--- src/rtl/k_rptr_empty_pkg.sv ---
// k_rptr_empty_pkg: pointer width and Gray/binary helpers shared by the FIFO read and write sides
package k_rptr_empty_pkg;
  localparam int max_w = 32;
  function automatic int ptr_w(input int a_size);
    return a_size + 1;
  endfunction
  function automatic logic [max_w-1:0] b2g(input logic [max_w-1:0] b);
    return b ^ (b >> 1);
  endfunction
  // Zero-extended inputs are safe: leading zeros leave the prefix XOR unchanged
  function automatic logic [max_w-1:0] g2b(input logic [max_w-1:0] g);
    logic [max_w-1:0] b;
    b = g;
    for (int i = 1; i < max_w; i++) b ^= g >> i;
    return b;
  endfunction
endpackage

--- src/rtl/k_rptr_empty_g2b.sv ---
// k_g2b_converter: combinational Gray-to-binary conversion
//   i_gray  Gray-coded input, size bits
//   o_bin   binary equivalent, size bits
module k_g2b_converter #(
  parameter int size = 5
) (
  input  logic [size-1:0] i_gray,
  output logic [size-1:0] o_bin
);
  // Each binary bit is the XOR of its own Gray bit and every Gray bit above it
  for (genvar i = 0; i < size; i++) begin : g_bit
    assign o_bin[i] = ^i_gray[size-1:i];
  end
endmodule

--- src/rtl/k_rptr_empty.sv ---
// k_rptr_empty: dual-clock FIFO read pointer, empty/almost-empty/level/underflow flags
//   i_clk           read-domain clock
//   i_rst_n         asynchronous active-low reset
//   i_inc           read request, accepted only while o_empty=0
//   i_wptr          Gray write pointer from the write domain (asynchronous)
//   o_ptr           registered Gray read pointer to the write domain
//   o_addr          RAM read address
//   o_empty         registered empty flag
//   o_almost_empty  registered, level <= ae_thresh
//   o_level         registered occupancy seen by the read domain
//   o_underflow     one-cycle pulse when i_inc arrives while empty
module k_rptr_empty
  import k_rptr_empty_pkg::*;
#(
  parameter int addr_size = 4,
  parameter int ae_thresh = 2
) (
  input  logic                 i_clk,
  input  logic                 i_rst_n,
  input  logic                 i_inc,
  input  logic [addr_size:0]   i_wptr,
  output logic [addr_size:0]   o_ptr,
  output logic [addr_size-1:0] o_addr,
  output logic                 o_empty,
  output logic                 o_almost_empty,
  output logic [addr_size:0]   o_level,
  output logic                 o_underflow
);
  localparam int pw = ptr_w(addr_size);
  localparam logic [pw-1:0] ae_lim = pw'(ae_thresh);
  // Two-flop synchronizer on the incoming Gray pointer; named for CDC constraints
  logic [pw-1:0] r_wq1_sync, r_wq2_sync;
  logic [pw-1:0] r_bin, r_ptr, r_level;
  logic          r_empty, r_almost_empty, r_underflow;
  logic          w_rd_en;
  logic [pw-1:0] w_bnxt, w_gnxt, w_wbin, w_lvl;
  assign w_rd_en = i_inc & ~r_empty;
  assign w_bnxt  = r_bin + pw'(w_rd_en);
  assign w_gnxt  = w_bnxt ^ (w_bnxt >> 1);
  // Wraps modulo 2^pw, so a full FIFO (pointers differing only in the wrap bit) reads as 2^addr_size
  assign w_lvl   = w_wbin - w_bnxt;
  k_g2b_converter #(.size(pw)) u_g2b (
    .i_gray (r_wq2_sync),
    .o_bin  (w_wbin)
  );
  always_ff @(posedge i_clk or negedge i_rst_n) begin
    if (!i_rst_n) begin
      r_wq1_sync     <= '0;
      r_wq2_sync     <= '0;
      r_bin          <= '0;
      r_ptr          <= '0;
      r_empty        <= 1'b1;
      r_almost_empty <= 1'b1;
      r_level        <= '0;
      r_underflow    <= 1'b0;
    end else begin
      r_wq1_sync     <= i_wptr;
      r_wq2_sync     <= r_wq1_sync;
      r_bin          <= w_bnxt;
      r_ptr          <= w_gnxt;
      r_empty        <= (w_gnxt == r_wq2_sync);
      r_almost_empty <= (w_lvl <= ae_lim);
      r_level        <= w_lvl;
      r_underflow    <= i_inc & r_empty;
    end
  end
  assign o_ptr          = r_ptr;
  assign o_addr         = r_bin[addr_size-1:0];
  assign o_empty        = r_empty;
  assign o_almost_empty = r_almost_empty;
  assign o_level        = r_level;
  assign o_underflow    = r_underflow;
endmodule

--- config.mk ---
export PLATFORM = sky130hd
export DESIGN_NAME = k_rptr_empty
export DESIGN_NICKNAME = d
export VERILOG_FILES = /design/src/rtl/k_rptr_empty_pkg.sv /design/src/rtl/k_rptr_empty_g2b.sv /design/src/rtl/k_rptr_empty.sv
export SDC_FILE = /design/constraint.sdc
export NUM_CORES = 1
export LEC_CHECK = 0
export ABC_AREA = 1
export CAP_MARGIN = 20
export CORE_MARGIN = 2
export CORE_UTILIZATION = 40
export DETAILED_ROUTE_END_ITERATION = 8
export PLACE_DENSITY = 0.75
export SETUP_SLACK_MARGIN = 0.02
export SLEW_MARGIN = 20
export SYNTH_ARGS = -nofsm -noshare
export SYNTH_HDL_FRONTEND = slang
export SYNTH_HIERARCHICAL = 1
export SYNTH_SLANG_ARGS = --single-unit
--- constraint.sdc ---
create_clock -name i_clk -period 2.74 [get_ports i_clk]
set_input_delay 0.411 -clock i_clk [delete_from_list [all_inputs] [get_ports i_clk]]
set_output_delay 0.411 -clock i_clk [all_outputs]
set_load 0.1 [all_outputs]
==> impl_metrics.ini <==
[run_status]
outcome = complete, no violations

[cts]
cts_buffers = 3
clockBufferDepth = 2
cts_setup_buffers = 0
htreeDepth = 1
hold_buffers = 0
cts_tree = built
cts_sinks = 27
clkLatencyLatePin_ps = 320
cts_root_buf = clkbuf_4
clkTransAtPathRegs_ps = 130
ctsResizeCount = 0

[critical_path]
cp_data_required_time_ps = 3010
worstSetupPathType = in2reg
cp-start-kind = input pin
cp_max_fo = 4
cp_data_arrival_time_ps = 2380
end_kind = register

[synthesis]
synth_flop_cell = dfrtp_1
synth_edf_count = 0
synth_area_leaders = dfrtp_1 45%, nand2_1 18%, inv_1 9.0%, nand3_1 6.1%, nand2_2 4.1%
yosys.cell_count.top_type = nand2_1
synth.distinct_cells = 18
yosysWarnings = 6
synth_common_cells = 68 x nand2_1, 33 x inv_1, 25 x dfrtp_1, 17 x nand3_1, 9 x nand2_2
syn_area_sq_um = 1380
syn_inst = 179
synth-seq-cells = 27
syn_area_per_cell_sq_um = 7.73
synth_top_area_cell = dfrtp_1
syn-num-nets = 191
async_flop_share_pct = 100
synth_top_area_share_pct = 45.2
synth_seq_area_share_pct = 49.0

[timing]
rsz0062_at_grt = no
drv_slew = 0
fmax_mhz = 474
setup-tns-final_ps = 0
fin_skew_ps = 2.64
layout_min_cycle_time_ps = 2110
slew_headroom_pct = 78.2
hold_viol_final = 0
finalSetupViolations = 0
tightestPinTransition_ps = 327
period_share_pct = 77.0

[placement]
gp_congestion = 0.801
port_buffers = 24
dp_hpwl_um = 1980

[route]
ant_nets = 0
drt_iter0_markers = 45
wl_um = 2490
drt_first_pass_iters = 4
drt-vias-per-instance = 4.57
route.detailed.drc = 0
wire_per_inst_um = 9.83
vias = 1157

[grt]
grt_max_degree = 28
grt_pass1_vias = 1131
grt_remaining_overflow = 0
track_usage_pct = 14.8
antenna_found_initial = 0
grt_pass1_wl_um = 4560

[finish]
antenna_cells = 0
nets = 220
fillers = 349
fin_util_pct = 49.9
syn_to_final_growth_pct = 20.3
final_layout_size_suffix_gt1_share_pct = 18.8

[floorplan]
die_w_um = 62.8
rows = 21
dieArea_sq_um = 3950
io_pins = 25
die_h_um = 62.8
start_util_pct = 41.5
coreArea_sq_um = 3340

[flow_run]
maxCapViolCount = 0

[min_path]
hp-class = reg2reg
sequential cells by signal, summed over array words and instances, names as in the netlist:
| name | cells |
|---|---|
| o_level | 5 |
| r_bin | 5 |
| r_wq1_sync | 5 |
| r_wq2_sync | 5 |
| o_ptr | 4 |
| o_almost_empty | 1 |
| o_empty | 1 |
| o_underflow | 1 |
stage by stage:
step | std cells | setup WS (ps) | hold WS (ps) | area (sq um)
CTS | 253 | 620 | 366 | 1670
finish | 253 | 631 | 363 | 1670
detailed placement | 249 | 291 | 335 | 1640
global route | 253 | 444 | 384 | 1670
floorplan | 179 | 288 | 115 | 1380
global placement | 249 | 358 | 331 | 1640
cell usage in the layout (no fill, tap or decap), types with 3 or more instances in the layout:
cell / count
inv_1: 33
buf_4: 18
dfrtp_1: 25
clkdlybuf4s50_1: 7
nand2_1: 68
nand2_2: 9
nand3_1: 17
ha_1: 4
inv_2: 3
clkbuf_4: 3
nor2_1: 6
area by class of cell:
class / count / area (sq um) / area share [%]
Inverter: 36 / 135 / 8.11
Clock buffer: 4 / 26.3 / 1.58
Sequential cell: 27 / 678 / 40.7
Multi-Input combinational cell: 115 / 563 / 33.8
Timing Repair Buffer: 25 / 205 / 12.3
Tap cell: 46 / 57.6 / 3.46
worst max-delay path: stages:
cell	delay, ps
clkdlybuf4s50_1	530
nand3_2	130
inv_2	80
ha_1	250
inv_1	80
nand2_1	60
and2_1	160
ha_1	180
inv_1	70
nand2_1	70
nand2_1	60
nand2_1	60
nor2_1	90
nand2_1	70
nor2_2	90
kinds of logic (layout without fill, tap and decap cells):
| logic type | after synthesis | count (layout) | share of synthesized area, % |
|---|---|---|---|
| buf+inv | 37 | 65 | 10.3 |
| compound gates | 1 | 1 | 0.543 |
| simple gates | 109 | 109 | 35.9 |
| fa+ha+maj | 4 | 4 | 3.62 |
| xor+xnor | 1 | 1 | 0.633 |
| flops | 27 | 27 | 49.0 |
routing by layer:
layer	vias to the layer above	track usage (%)	wire [um]
li1	592	-	-
met1	532	16.5	1070
met2	25	26.7	1280
met3	8	2.52	83
met4	0	8.06	59
met5	-	0	0
final timing paths:
check                                              from                       end  slack [ps]  depth (start not counted)
min in group asynchronous                       i_rst_n     o_underflow$_DFF_PN0_         440                          2
worst max-delay path                              i_inc  o_almost_empty$_DFF_PN1_         630                         15
worst max register to register        o_empty$_DFF_PN1_  o_almost_empty$_DFF_PN1_         630                         15
worst min register to register  r_wq1_sync[4]$_DFF_PN0_   r_wq2_sync[4]$_DFF_PN0_         360                          0
worst min-delay path            r_wq1_sync[4]$_DFF_PN0_   r_wq2_sync[4]$_DFF_PN0_         360                          0
max in group asynchronous                       i_rst_n  o_almost_empty$_DFF_PN1_        2000                          2
Power is left out: the tool's default activity adds up to more than one toggle a clock period on the data nets, which glitch-free logic cannot reach.
